==> src/rtl/fetch_pkg.sv <==
// rtl/fetch_pkg.sv - shared constants, state type and counter-width helper for the fetch front end
package fetch_pkg;

   localparam logic [31:0] RESET_PC_DEFAULT = 32'h0000_0000;
   localparam logic [31:0] INSTR_NOP        = 32'h0000_0013;

   typedef enum logic [0:0] {
      IDLE = 1'b0,
      RUN  = 1'b1
   } fetch_state_e;

   // Counters must be able to hold the value DEPTH itself, not just DEPTH-1.
   function automatic int cnt_width(input int depth);
      return $clog2(depth + 1);
   endfunction

endpackage

==> src/rtl/fetch_fifo.sv <==
// rtl/fetch_fifo.sv - synchronous FIFO of {pc, instr} entries with flush
module fetch_fifo
   import fetch_pkg::*;
#(
   parameter int DATA_WIDTH = 32,
   parameter int ADDR_WIDTH = 32,
   parameter int DEPTH      = 4,
   localparam int CW        = cnt_width(DEPTH)
) (
   input  logic                  clk,
   input  logic                  rst_n,
   input  logic                  i_push,
   input  logic [ADDR_WIDTH-1:0] i_push_pc,
   input  logic [DATA_WIDTH-1:0] i_push_instr,
   input  logic                  i_pop,
   input  logic                  i_clear,
   output logic [ADDR_WIDTH-1:0] o_head_pc,
   output logic [DATA_WIDTH-1:0] o_head_instr,
   output logic [CW-1:0]         o_count,
   output logic                  o_full,
   output logic                  o_empty
);

   localparam int PW = (DEPTH > 1) ? $clog2(DEPTH) : 1;

   logic [ADDR_WIDTH-1:0] r_pc_mem    [DEPTH];
   logic [DATA_WIDTH-1:0] r_instr_mem [DEPTH];
   logic [PW-1:0]         r_wr_ptr;
   logic [PW-1:0]         r_rd_ptr;
   logic [CW-1:0]         r_count;
   logic                  w_push;
   logic                  w_pop;

   function automatic logic [PW-1:0] ptr_inc(input logic [PW-1:0] p);
      return (p == PW'(DEPTH - 1)) ? '0 : p + 1'b1;
   endfunction

   assign o_empty      = (r_count == '0);
   assign o_full       = (r_count == CW'(DEPTH));
   assign o_count      = r_count;
   assign w_pop        = i_pop && !o_empty;
   assign w_push       = i_push && (!o_full || w_pop);
   assign o_head_pc    = r_pc_mem[r_rd_ptr];
   assign o_head_instr = o_empty ? INSTR_NOP : r_instr_mem[r_rd_ptr];

   always_ff @(posedge clk or negedge rst_n) begin
      if (!rst_n) begin
         r_wr_ptr <= '0;
         r_rd_ptr <= '0;
         r_count  <= '0;
      end else if (i_clear) begin
         r_wr_ptr <= '0;
         r_rd_ptr <= '0;
         r_count  <= '0;
      end else begin
         if (w_push) r_wr_ptr <= ptr_inc(r_wr_ptr);
         if (w_pop)  r_rd_ptr <= ptr_inc(r_rd_ptr);
         if (w_push && !w_pop)      r_count <= r_count + 1'b1;
         else if (w_pop && !w_push) r_count <= r_count - 1'b1;
      end
   end

   always_ff @(posedge clk) begin
      if (w_push && !i_clear) begin
         r_pc_mem[r_wr_ptr]    <= i_push_pc;
         r_instr_mem[r_wr_ptr] <= i_push_instr;
      end
   end

endmodule

==> src/rtl/instr_fetch_queue.sv <==
// rtl/instr_fetch_queue.sv - decoupled instruction fetch with in-order response queue and redirect flush
module instr_fetch_queue
   import fetch_pkg::*;
#(
   parameter int                    DATA_WIDTH = 32,
   parameter int                    ADDR_WIDTH = 32,
   parameter int                    DEPTH      = 4,
   parameter logic [ADDR_WIDTH-1:0] RESET_PC   = ADDR_WIDTH'(RESET_PC_DEFAULT)
) (
   input  logic                  clk,
   input  logic                  rst,
   input  logic                  trigger,
   output logic                  imem_req_valid,
   input  logic                  imem_req_ready,
   output logic [ADDR_WIDTH-1:0] imem_req_addr,
   input  logic                  imem_rsp_valid,
   input  logic [DATA_WIDTH-1:0] imem_rsp_data,
   input  logic                  redirect_valid,
   input  logic [ADDR_WIDTH-1:0] redirect_pc,
   output logic                  out_valid,
   input  logic                  out_ready,
   output logic [DATA_WIDTH-1:0] out_instr,
   output logic [ADDR_WIDTH-1:0] out_pc,
   output logic [ADDR_WIDTH-1:0] out_pcplus4
);

   localparam int             CW      = cnt_width(DEPTH);
   localparam logic [0:0]     ST_IDLE = IDLE;
   localparam logic [0:0]     ST_RUN  = RUN;

   logic [0:0]            r_state;
   logic [ADDR_WIDTH-1:0] r_fetch_pc;
   logic [ADDR_WIDTH-1:0] r_rsp_pc;
   logic [CW-1:0]         r_inflight;
   logic [CW-1:0]         r_drop;

   logic                  w_accept;
   logic                  w_keep_rsp;
   logic                  w_credit_ok;
   logic [CW-1:0]         w_occupancy;
   logic [CW:0]           w_committed;
   logic [CW-1:0]         w_inflight_next;
   logic [ADDR_WIDTH-1:0] w_redirect_pc;
   logic                  w_fifo_full;
   logic                  w_fifo_empty;

   // Wrong-path requests still hold a credit until their response returns.
   assign w_committed     = {1'b0, w_occupancy} + {1'b0, r_inflight};
   assign w_credit_ok     = (w_committed < (CW+1)'(DEPTH));
   assign imem_req_valid  = (r_state == ST_RUN) && w_credit_ok;
   assign imem_req_addr   = r_fetch_pc;
   assign w_accept        = imem_req_valid && imem_req_ready;
   assign w_keep_rsp      = imem_rsp_valid && (r_drop == '0) && !redirect_valid;
   assign w_inflight_next = r_inflight + CW'(w_accept) - CW'(imem_rsp_valid);
   assign w_redirect_pc   = redirect_pc & ~ADDR_WIDTH'(3);

   assign out_valid   = !w_fifo_empty;
   assign out_pcplus4 = out_pc + ADDR_WIDTH'(4);

   always_ff @(posedge clk or negedge rst) begin
      if (!rst) begin
         r_state    <= ST_IDLE;
         r_fetch_pc <= RESET_PC;
         r_rsp_pc   <= RESET_PC;
         r_inflight <= '0;
         r_drop     <= '0;
      end else begin
         case (r_state)
            ST_IDLE: if (trigger) r_state <= ST_RUN;
            default: if (!trigger && !(imem_req_valid && !imem_req_ready)) r_state <= ST_IDLE;
         endcase

         r_inflight <= w_inflight_next;

         if (redirect_valid) begin
            r_fetch_pc <= w_redirect_pc;
            r_rsp_pc   <= w_redirect_pc;
            r_drop     <= w_inflight_next;
         end else begin
            if (w_accept)   r_fetch_pc <= r_fetch_pc + ADDR_WIDTH'(4);
            if (w_keep_rsp) r_rsp_pc   <= r_rsp_pc + ADDR_WIDTH'(4);
            if (imem_rsp_valid && (r_drop != '0)) r_drop <= r_drop - 1'b1;
         end
      end
   end

   always_ff @(posedge clk) begin
      if (rst) begin
         a_no_overflow: assert (!(w_keep_rsp && w_fifo_full && !out_ready));
         a_drop_bound:  assert (r_drop <= r_inflight);
      end
   end

   fetch_fifo #(
      .DATA_WIDTH (DATA_WIDTH),
      .ADDR_WIDTH (ADDR_WIDTH),
      .DEPTH      (DEPTH)
   ) u_fifo (
      .clk          (clk),
      .rst_n        (rst),
      .i_push       (w_keep_rsp),
      .i_push_pc    (r_rsp_pc),
      .i_push_instr (imem_rsp_data),
      .i_pop        (out_ready),
      .i_clear      (redirect_valid),
      .o_head_pc    (out_pc),
      .o_head_instr (out_instr),
      .o_count      (w_occupancy),
      .o_full       (w_fifo_full),
      .o_empty      (w_fifo_empty)
   );

endmodule

==> config.mk <==
export PLATFORM = sky130hd
export DESIGN_NAME = instr_fetch_queue
export DESIGN_NICKNAME = d
export VERILOG_FILES = /design/src/rtl/fetch_pkg.sv /design/src/rtl/fetch_fifo.sv /design/src/rtl/instr_fetch_queue.sv
export SDC_FILE = /design/constraint.sdc
export NUM_CORES = 1
export LEC_CHECK = 0
export ABC_AREA = 1
export BUFFER_PORTS_ARGS = -buffer_cell sky130_fd_sc_hd__buf_4
export CAP_MARGIN = 5
export CORE_ASPECT_RATIO = 0.7
export CORE_UTILIZATION = 30
export CTS_CLUSTER_SIZE = 28
export DETAILED_ROUTE_END_ITERATION = 16
export PLACE_DENSITY = 0.49
export SLEW_MARGIN = 10
export SYNTH_ARGS = -nofsm -noshare
export SYNTH_HDL_FRONTEND = slang
export SYNTH_HIERARCHICAL = 1
export SYNTH_SLANG_ARGS = --single-unit
==> constraint.sdc <==
create_clock -name clk -period 5.4 [get_ports clk]
set_input_delay 1.35 -clock clk [delete_from_list [all_inputs] [get_ports clk]]
set_output_delay 1.35 -clock clk [all_outputs]
set_load 0.05 [all_outputs]
# After elaboration in Yosys (flattened, before gate mapping)
# Memory sizes are Yosys's and may differ from the RTL's.
# Index checks and enable logic that the tools add are counted.
# Widths: inputs -> output; s select.
# totals
regBits	78
latchBits	0
ramBits	256
romBits	0
in_bits	71
elab_cells	76
memories	2
# memory_table
name	words	width	rd	rd_clocked_by_memory_dff	write_ports	line_no	text
u_fifo.r_instr_mem	4	32	1	0	1	fetch_fifo.sv:27	logic [DATA_WIDTH-1:0] r_instr_mem [DEPTH];
u_fifo.r_pc_mem	4	32	1	0	1	fetch_fifo.sv:26	logic [ADDR_WIDTH-1:0] r_pc_mem [DEPTH];
# classes
addsub	11
multipliers	0
div_mod_pow	0
n_lt_le_gt_ge	1
n_eq_ne	3
shift	0
mux	21
bitwise_logic	0
n_reduce_logical	30
# op_table
op	n
$mux 32	5
$add 32x3->32 const B	3
$mux 3	5
$logic_and 1x1->1	12
$mux 2	6
$reduce_bool 2->1	5
$logic_not 1->1	8
$logic_not 3->1	2
$reduce_bool 3->1	2
$sub 3x1->3 const B	2
$mux 1	5
$add 2x1->2 const B	2
$add 3x3->4	1
$eq 2x2->1 const B	2
$lt 4x3->1 const B	1
$add 3x1->3	1
$add 3x1->3 const B	1
$eq 3x3->1 const B	1
$sub 3x1->3	1
$logic_or 1x1->1	1

# Longest topological paths before layout
# Gate-level depths: netlist of the first run.
# logic_depth
word_depth	10
ltp_mapped	16

# Cells and area by module
# The synthesis of the first run kept the hierarchy.
# modules_own_cells
module	instances	cells_per_inst	area_per_inst_um2
fetch_fifo	1	753	10188.5
instr_fetch_queue	1	869	5626.6

# Worst setup path after synthesis of the first run
# Ideal clock, no wire load.
# synth_path
path_type	input-to-reg
from	input port imem_rsp_valid
to	memory u_fifo.r_instr_mem[0][0] (enable)
setup_ns	0.487
t_arrival_ns	4.865
t_required_ns	4.913
setup_slack_ns	0.049
path_stages	5
n_path_buf	1
path_cell_list	nand3_1 > nor2_1 > clkbuf_1 > nand3_1 > nor2_1
# synth_via
elab_chain_cells	6
# synth_lines
element	line_no	text
start, declared	instr_fetch_queue.sv:16	input logic imem_rsp_valid,
$logic_and 1x1->1 (2 in a row)	instr_fetch_queue.sv:53	assign w_keep_rsp = imem_rsp_valid && (r_drop == '0) && !redirect_valid;
net w_keep_rsp	instr_fetch_queue.sv:38	logic w_keep_rsp;
$logic_and 1x1->1	fetch_fifo.sv:42	assign w_push = i_push && (!o_full || w_pop);
$logic_and 1x1->1	fetch_fifo.sv:64	if (w_push && !i_clear) begin
$mux 1	fetch_fifo.sv:64	
$mux 1 (implied by the code)	fetch_fifo.sv:66	r_instr_mem[r_wr_ptr] <= i_push_instr;
end, declared	fetch_fifo.sv:27	
# The timed path passes the listed nets, and every way through them passes these cells.

# Final worst setup path of the first run
# layout_path
from	register u_fifo.r_rd_ptr[0]
to	output port out_pcplus4[24]
# layout_via
elab_chain_cells	2
# layout_lines
element	line_no	text
start, declared	fetch_fifo.sv:29	logic [PW-1:0] r_rd_ptr;
start signal, assigned	fetch_fifo.sv:57	if (w_pop) r_rd_ptr <= ptr_inc(r_rd_ptr);
$mem_v2 4x32	-	
$add 32x3->32	instr_fetch_queue.sv:58	assign out_pcplus4 = out_pc + ADDR_WIDTH'(4);
end, declared	instr_fetch_queue.sv:24	output logic [ADDR_WIDTH-1:0] out_pcplus4
# No other way between the ends.

==> run_results.csv, run 1 <==
group,metric,value,unit
min_path,worstHoldPathType,"flip-flop to flip-flop",
final_layout,final_nets,1913,
grt,grt_pass1_wl,71.5,mm
placement,dpl_cell_area,18100,um2
detailed_routing,vias_per_cell,4.74,
yosys,yosys_warnings,6,
setup_path,required,4.05,ns
run_status,status,"finished clean",
power,p_leak,7.63,nW
setup_path,critPathKind,"flip-flop to output port",
grt,grt_remaining_overflow,0,
sta,achievable-frequency,197,MHz
sta,tightest_slew,1.01,ns
sta,finalClockSkew,0.0222,ns
yosys,syn_area,15800,um2
clocking,cts_tree,"built",
sta,fin_crit_sh,0.938,
sta,rsz0062_at_grt,"false",
detailed_routing,post-route-drc-count,0,
sta,slew_viol_final,0,
floorplan,placementRows,69,
clocking,cts.path.max_buffers,3,
detailed_routing,avgRoutedWirePerCell,18.4,um
grt,grt_util_all_layers,0.172,
final_layout,final_common_cell,"nor2_1",
placement,dp_hpwl,31.2,mm
power,ir_worst_vdd,0.249,mV
clocking,cts_buffers,38,
detailed_routing,detail-route-antenna-nets,0,
final_layout,final_cell_area,19400,um2
yosys,avgSynthCellArea,9.75,um2
placement,place.port_buffers,196,
setup_path,worst-endpoint-arrival,3.72,ns
clocking,clock_latency,0.54,ns
clocking,cts_htree_levels,2,
final_layout,fill_cells,5079,
clocking,clk_pin_slew,0.06,ns
setup_path,end_kind,"output port",
detailed_routing,wirelength,46.4,mm
grt,grt_pass1_vias,11500,
flow_run,max-cap-violations,0,
detailed_routing,drt_iter0_markers,973,
clocking,cts-root-buf,"clkbuf_16",
grt,grt_max_degree,80,
sta,final-setup-viol-count,0,
sta,fin_crit,5.07,ns
clocking,clock-sinks,330,
setup_path,worstPathMaxFanout,28,
sta,finalSetupTns,0,ns
setup_path,start_kind,"flip-flop",
final_layout,drive_above_1_share,0.193,
final_layout,diodes,0,
yosys,netlist_instances,1621,
sta,holdWs,0.571,ns
detailed_routing,vias,12000,
floorplan,die_area,53600,um2
final_layout,final_util,0.377,
placement,gp_congestion,0.844,
floorplan,pin_count,201,
floorplan,die_w,276,um
floorplan,start_util,0.308,
power,power.density,519,nW/um2
sta,relSlewSlack,0.323,
final_layout,syn_to_final_growth,22.5,%
floorplan,coreArea,51400,um2
floorplan,die_h,194,um
sta,hold_viol,0,
grt,antenna_found_initial,0,
final_layout,final_cell_mix,"nor2_1, nand2_1, edfxtp_1",
detailed_routing,dr.pass1.iters,5,
[final timing paths]
check	start	to	slack [ns]	cells past startpoint
setup reg to reg	r_drop[0]	u_fifo/r_pc_mem[2][23]	2.34	7
min in group asynchronous	rst	imem_req_addr[29]	0.95	1
max in group asynchronous	rst	imem_req_addr[26]	3.67	2
hold / removal	u_fifo/o_count[0]	u_fifo/o_count[0]	0.57	2
setup / recovery	u_fifo/r_rd_ptr[0]	out_pcplus4[24]	0.33	12
hold reg to reg	u_fifo/o_count[0]	u_fifo/o_count[0]	0.57	2
[per-stage QoR]
stage,setup slack [ns],power [mW],cells
2_1_floorplan,0.0488,6.09,1630
3_3_place_gp,0.822,7.44,2461
3_5_place_dp,0.754,7.48,2461
4_1_cts,0.171,10.2,2528
5_1_grt,0.0171,10.5,2528
6_report,0.333,10.0,2528
[registers in the layout, indices dropped and copies added (netlist names)]
| name | flops |
|---|---|
| imem_req_addr | 30 |
| u_fifo/r_instr_mem | 128 |
| u_fifo/r_rd_ptr | 2 |
| r_state | 1 |
| u_fifo/r_wr_ptr | 2 |
| u_fifo/o_count | 3 |
| r_drop | 3 |
| u_fifo/r_pc_mem | 128 |
| r_inflight | 3 |
| r_rsp_pc | 30 |
[critical path, cell delays in order, from the launching register on]
cell     delay [ns]
dfrtp_4        0.61
buf_4          0.37
o21ai_0        0.16
o22ai_2        0.31
ha_1           0.24
nand2_1        0.10
nor2_4         0.21
nand3_2        0.13
nor2_4         0.21
nand3_2        0.12
nor2_1         0.27
xor2_1         0.21
buf_4          0.23
[final cells by class]
cell class                 count  area [um2]  area share
multi-input combinational   1115        5510       0.285
clock buffer                  48        1020      0.0526
inverter                     117         440      0.0227
sequential                   330        9540       0.493
timing repair buffer         225        1740      0.0898
tap                          674         843      0.0435
clock inverter                19         268      0.0138
[power breakdown]
group	internal [mW]	leakage (nW)	switching (mW)	total, mW
logic	1.11	3.81	3.04	4.15
registers	2.96	3.19	0.272	3.23
clock network	1.63	0.626	1.03	2.66
total	5.70	7.63	4.34	10.0
[per-layer routing]
| metal | vias to the layer above | track usage | share of wire |
|---|---|---|---|
| met3 | 48 | 0.0265 | 0.055 |
| met4 | 0 | 0.0362 | 0.014 |
| met2 | 303 | 0.279 | 0.47 |
| met1 | 5734 | 0.243 | 0.46 |
| li1 | 5902 | - | - |
| met5 | - | 0 | 0 |
[repair_timing]
action                                  in CTS  in global routing
gates resized for setup                      0                  1
endpoints found under the setup margin       0                  5
buffers inserted                             0                  0
hold buffers                                 0                  0
Power figures use the tool's default switching activity.
==> run 2, diff against run 1 <==
--- a/config.mk
+++ b/config.mk
@@ -13,6 +13,7 @@
 export CTS_CLUSTER_SIZE = 28
 export DETAILED_ROUTE_END_ITERATION = 16
 export PLACE_DENSITY = 0.49
+export RECOVER_POWER = 25
 export SLEW_MARGIN = 10
 export SYNTH_ARGS = -nofsm -noshare
 export SYNTH_HDL_FRONTEND = slang
==> run 2 against run 1 <==
- sequential share of layout area is 0.23 points higher
- clock skew hardly changed
- critical path depth is 3 lower
- count of clock-buffer cells in the layout stayed put
- final area is 0.47% lower
- worst hold slack hardly changed
- highest routed layer unchanged
- non-clock buffer count stayed put
- sequential power hardly changed
- largest power group unchanged
==> run_results.csv, run 2 (synthesis results as in run 1) <==
group,metric,value,unit
clocking,cts_tree,"built",
setup_path,critPathKind,"flip-flop to output port",
setup_path,cp_cell_sequence,"clkinv_2 > buf_12 > o21ai_0 > o22ai_1 > nand4_1 > nor3_1 > nand2_1 > xnor2_1 > buf_4",
detailed_routing,post-route-drc-count,0,
grt,grt_util_all_layers,0.172,
run_status,status,"finished clean",
clocking,cts_htree_levels,2,
placement,place.port_buffers,196,
detailed_routing,drt_iter0_markers,1000,
sta,finalSetupTns,0,ns
clocking,cts.path.max_buffers,3,
power,power.density,521,nW/um2
sta,achievable-frequency,197,MHz
grt,grt_remaining_overflow,0,
grt,gr-usage-met3,0.0265,
final_layout,regArea,9540,um2
grt,grt_max_degree,80,
setup_path,start_kind,"flip-flop",
flow_run,max-cap-violations,0,
floorplan,start_util,0.308,
sta,fin_crit,5.08,ns
sta,hold_viol,0,
final_layout,reg_top3,"u_fifo/r_instr_mem: 128 flops, u_fifo/r_pc_mem: 128 flops",
setup_path,end_kind,"output port",
clocking,clk_pin_slew,0.06,ns
setup_path,r2r_setup_slack,2.33,ns
setup_path,timing.rr.end,"u_fifo/r_pc_mem[2][23]",
setup_path,reg2reg_depth,7,
final_layout,multiInputGateArea,5510,um2
final_layout,drive_above_1_share,0.180,
sta,rsz0062_at_grt,"false",
final_layout,final_cell_area,19300,um2
detailed_routing,vias,12000,
setup_path,crit_family,"buffers and inverters",
sta,fin_crit_sh,0.941,
floorplan,coreArea,51400,um2
floorplan,die_h,194,um
final_layout,diodes,0,
sta,relSlewSlack,0.352,
sta,finalClockSkew,0.0217,ns
setup_path,slowest_delay,0.61,ns
grt,grtUsageMet1,0.243,
min_path,min_from,"u_fifo/o_count[0]",
setup_path,cpMaxStageDelayCell,"dfrtp_4",
setup_path,required,4.05,ns
setup_path,worstPathMaxFanout,67,
clocking,clock-sinks,330,
floorplan,die_area,53600,um2
setup_path,worstReg2RegStart,"r_drop[0]",
min_path,min_to,"u_fifo/o_count[0]",
detailed_routing,wirelength,46.3,mm
sta,tightest_slew,0.968,ns
grt,grt_pass1_vias,11500,
grt,grt_pass1_wl,71.5,mm
floorplan,die_w,276,um
final_layout,final_nets,1913,
sta,slew_viol_final,0,
grt,use_met2,0.279,
detailed_routing,avgRoutedWirePerCell,18.3,um
power,ir_worst_vdd,0.249,mV
detailed_routing,dr.pass1.iters,7,
clocking,clock_latency,0.54,ns
min_path,worstHoldPathType,"flip-flop to flip-flop",
placement,dp_hpwl,31.2,mm
final_layout,final_cell_mix,"nor2_1, nand2_1, edfxtp_1",
min_path,hold_path_depth,2,
power,p_leak,7.54,nW
floorplan,pin_count,201,
final_layout,syn_to_final_growth,21.9,%
detailed_routing,detail-route-antenna-nets,0,
grt,antenna_found_initial,0,
clocking,cts-root-buf,"clkbuf_16",
placement,gp_congestion,0.844,
clocking,cts_buffers,38,
placement,dpl_cell_area,18100,um2
setup_path,cp.depth,9,
sta,final-setup-viol-count,0,
grt,busiest_layer,"met2",
final_layout,fill_cells,5099,
final_layout,final_common_cell,"nor2_1",
setup_path,worst-endpoint-arrival,3.73,ns
floorplan,placementRows,69,
detailed_routing,vias_per_cell,4.75,
setup_path,cp_num_buf_inv,3,
[run 2: power by group]
| part | internal, mW | switching, mW |
|---|---|---|
| registers | 2.96 | 0.273 |
| logic | 1.11 | 3.04 |
| clock network | 1.63 | 1.03 |
[run 2: how the worst max path moves through the flow]
| stage | from | to | slack [ns] |
|---|---|---|---|
| floorplan | imem_rsp_valid | u_fifo/r_instr_mem[0][0] | 0.05 |
| global placement | u_fifo/r_rd_ptr[0] | out_pcplus4[24] | 0.82 |
| detailed placement | u_fifo/r_rd_ptr[0] | out_pcplus4[24] | 0.75 |
| CTS | u_fifo/r_rd_ptr[0] | out_pcplus4[24] | 0.17 |
| global route | u_fifo/r_rd_ptr[0] | out_pcplus4[24] | 0.02 |
| finish | u_fifo/r_rd_ptr[0] | out_pcplus4[26] | 0.32 |
[run 2: timing repair]
| action | 4_1_cts | 5_1_grt |
|---|---|---|
| setup endpoints to repair | 0 | 5 |
| gates resized for setup | 0 | 1 |
| hold buffers | 0 | 0 |
| buffers inserted | 0 | 0 |
[run 2: layout make-up]
type | count | share of cell area
Multi-Input combinational cell | 1115 | 0.286
Clock buffer | 48 | 0.0529
Timing Repair Buffer | 225 | 0.0855
Inverter | 117 | 0.0228
Tap cell | 674 | 0.0437
Clock inverter | 19 | 0.0139
Sequential cell | 330 | 0.495
[run 2: per-layer routing]
| layer | wire length [um] | part of all wire |
|---|---|---|
| met1 | 21400 | 0.46 |
| met5 | 0 | 0 |
| met4 | 649 | 0.014 |
| met2 | 21800 | 0.47 |
| met3 | 2550 | 0.055 |
[run 2: metrics by stage]
step	std cells	util	total power, mW	hold slack, ns	setup slack (ns)
2_1_floorplan	1630	-	6.09	0.496	0.0488
3_3_place_gp	2461	0.352	7.44	0.531	0.822
3_5_place_dp	2461	0.352	7.48	0.557	0.754
4_1_cts	2528	0.377	10.2	0.572	0.171
5_1_grt	2528	0.375	10.5	0.595	0.0171
6_report	2528	0.375	10.0	0.571	0.318
[run 2: worst reg2reg max path, cell delays in order, from the launching register on]
cell	delay [ns]
dfrtp_1	0.38
inv_1	0.10
ha_1	0.17
nand3_1	0.26
nor2_1	0.26
nand3_1	0.37
nor2_4	0.66
buf_4	0.49
==> run 3, diff against run 2 <==
--- a/config.mk
+++ b/config.mk
@@ -6,14 +6,15 @@
 export NUM_CORES = 1
 export LEC_CHECK = 0
 export ABC_AREA = 1
+export ABC_CLOCK_PERIOD_IN_PS = 5400
 export BUFFER_PORTS_ARGS = -buffer_cell sky130_fd_sc_hd__buf_4
 export CAP_MARGIN = 5
-export CORE_ASPECT_RATIO = 0.7
 export CORE_UTILIZATION = 30
 export CTS_CLUSTER_SIZE = 28
 export DETAILED_ROUTE_END_ITERATION = 16
 export PLACE_DENSITY = 0.49
 export RECOVER_POWER = 25
+export REMOVE_ABC_BUFFERS = 1
 export SLEW_MARGIN = 10
 export SYNTH_ARGS = -nofsm -noshare
 export SYNTH_HDL_FRONTEND = slang
==> run 3 against run 2 <==
- routed wire length shrank 2.2%
- clock power shrank 7%
- die area hardly changed
- non-clock buffer count is 4 lower
==> run_results.csv, run 3 (synthesis results as in run 1) <==
group,metric,value,unit
power,p_comb_frac,0.418,
min_path,worstHoldPathType,"flip-flop to flip-flop",
setup_path,worst-endpoint-arrival,3.61,ns
detailed_routing,drt_iter0_markers,622,
final_layout,multiInputGateArea,5510,um2
setup_path,start_kind,"flip-flop",
clocking,clock_latency,0.56,ns
power,p_sw,4.33,mW
clocking,ctsResizeCount,0,
sta,hold_viol,0,
clocking,clk_pin_slew,0.06,ns
flow_run,max-cap-violations,0,
floorplan,die_area,53600,um2
detailed_routing,post-route-drc-count,0,
sta,final-setup-viol-count,0,
clocking,hold_buffers,0,
clocking,cts.path.max_buffers,3,
placement,gp_congestion,0.853,
grt,grt_pass1_vias,11700,
grt,grt_remaining_overflow,0,
sta,tightest_slew,0.924,ns
clocking,post_cts_buffers,0,
clocking,cts_tree,"built",
final_layout,drive_above_1_share,0.179,
setup_path,cp-startpoint,"u_fifo/r_rd_ptr[0]",
floorplan,start_util,0.306,
power,intPower,5.47,mW
grt,antenna_found_initial,0,
final_layout,final_common_cell,"nor2_1",
detailed_routing,wirelength,45.3,mm
detailed_routing,dr.pass1.iters,5,
grt,grt_pass1_wl,69.3,mm
final_layout,syn_to_final_growth,21.3,%
placement,dp_hpwl,29.6,mm
detailed_routing,vias,12100,
placement,place_ws,0.945,ns
clocking,cts_buffers,37,
floorplan,pin_count,201,
sta,rsz0062_at_grt,"false",
final_layout,regArea,9540,um2
detailed_routing,vias_per_cell,4.77,
sta,relSlewSlack,0.382,
power,seqPwrFrac,0.329,
sta,finalSetupTns,0,ns
grt,grt_util_all_layers,0.169,
setup_path,critPathKind,"flip-flop to output port",
setup_path,required,4.05,ns
power,power.density,511,nW/um2
power,p_leak,7.47,nW
sta,slew_viol_final,0,
final_layout,final_nets,1908,
clocking,clock-sinks,330,
floorplan,coreArea,51700,um2
final_layout,diodes,0,
floorplan,placementRows,83,
power,power_frac_clock,0.252,
sta,timing.final.ws_setup,0.440,ns
final_layout,reg_top3,"u_fifo/r_instr_mem: 128 flops, u_fifo/r_pc_mem: 128 flops",
placement,place.port_buffers,196,
final_layout,fill_cells,5255,
run_status,status,"finished clean",
floorplan,die_w,232,um
power,swShare,0.442,
grt,grt_max_degree,130,
floorplan,die_h,232,um
sta,achievable-frequency,202,MHz
setup_path,end_kind,"output port",
sta,fin_crit,4.96,ns
detailed_routing,detail-route-antenna-nets,0,
setup_path,worstPathMaxFanout,39,
clocking,cts_htree_levels,2,
final_layout,final_cell_mix,"nor2_1, nand2_1, edfxtp_1",
final_layout,final_util,0.371,
detailed_routing,avgRoutedWirePerCell,17.9,um
setup_path,worstReg2RegStart,"r_drop[0]",
min_path,min_from,"r_inflight[0]",
power,ir_worst_vdd,0.243,mV
sta,fin_crit_sh,0.919,
sta,finalClockSkew,0.0163,ns
clocking,cts-root-buf,"clkbuf_16",
==> run 3: changes by cell type in the layout (fill, tap and decap cells not counted), moves of 2 or more <==
cell | previous run | this run
clkinv_1 | 6 | 1
buf_4 | 197 | 193
clkinv_2 | 4 | 6
bufinv_16 | 6 | 2
buf_12 | 4 | 7
==> run 3: area by class of cell <==
type / instances / share of cell area
inverters: 117 / 0.0230
well taps: 680 / 0.0444
repair buffers: 221 / 0.0870
multi-input cells: 1115 / 0.287
flip-flops and latches: 330 / 0.498
clock buffers: 49 / 0.0523
clock inverters: 14 / 0.00829
==> run 3: per-layer routing <==
layer	vias up	wire, um	share of wire	track usage
li1	5876	-	-	-
met1	5816	21000	0.46	0.228
met2	297	20900	0.46	0.274
met3	62	2290	0.050	0.0298
met4	0	1240	0.027	0.0522
met5	-	0	0	0
==> run 3: final timing paths <==
path / end / slack (ns) / depth (start not counted)
setup / recovery: out_pcplus4[24] / 0.44 / 10
hold / removal: r_inflight[0] / 0.55 / 1
setup reg to reg: u_fifo/r_pc_mem[3][13] / 2.40 / 8
hold reg to reg: r_inflight[0] / 0.55 / 1
max in group asynchronous: u_fifo/r_rd_ptr[0] / 3.64 / 2
min in group asynchronous: imem_req_addr[20] / 0.81 / 1
==> run 3: through the flow <==
step                      hold slack (ns)  instance area [um2]  power (mW)  cells
after floorplan                     0.496                15500        5.97   1562
after global placement              0.523                18100        7.38   2463
final                               0.551                19200        9.79   2526
after detailed placement            0.542                18100        7.42   2463
after global routing                0.566                19200        10.3   2526
after CTS                           0.556                19300        9.92   2526
==> run 3: power groups by stage <==
stage	logic [mW]	registers (mW)	clock network, mW
after detailed placement	4.14	3.27	0
after global placement	4.12	3.26	0
after global routing	4.40	3.26	2.63
after CTS	4.15	3.22	2.55
final	4.10	3.22	2.47
after floorplan	2.52	3.45	0
==> run 3: worst max-delay path: stages, from the launching register on <==
cell	delay, ns
dfrtp_4	0.49
clkinv_2	0.40
buf_4	0.31
o21ai_0	0.10
o22ai_1	0.53
nand2_1	0.20
nor3_1	0.28
nand3_2	0.18
nor2_1	0.17
xor2_1	0.15
buf_4	0.21
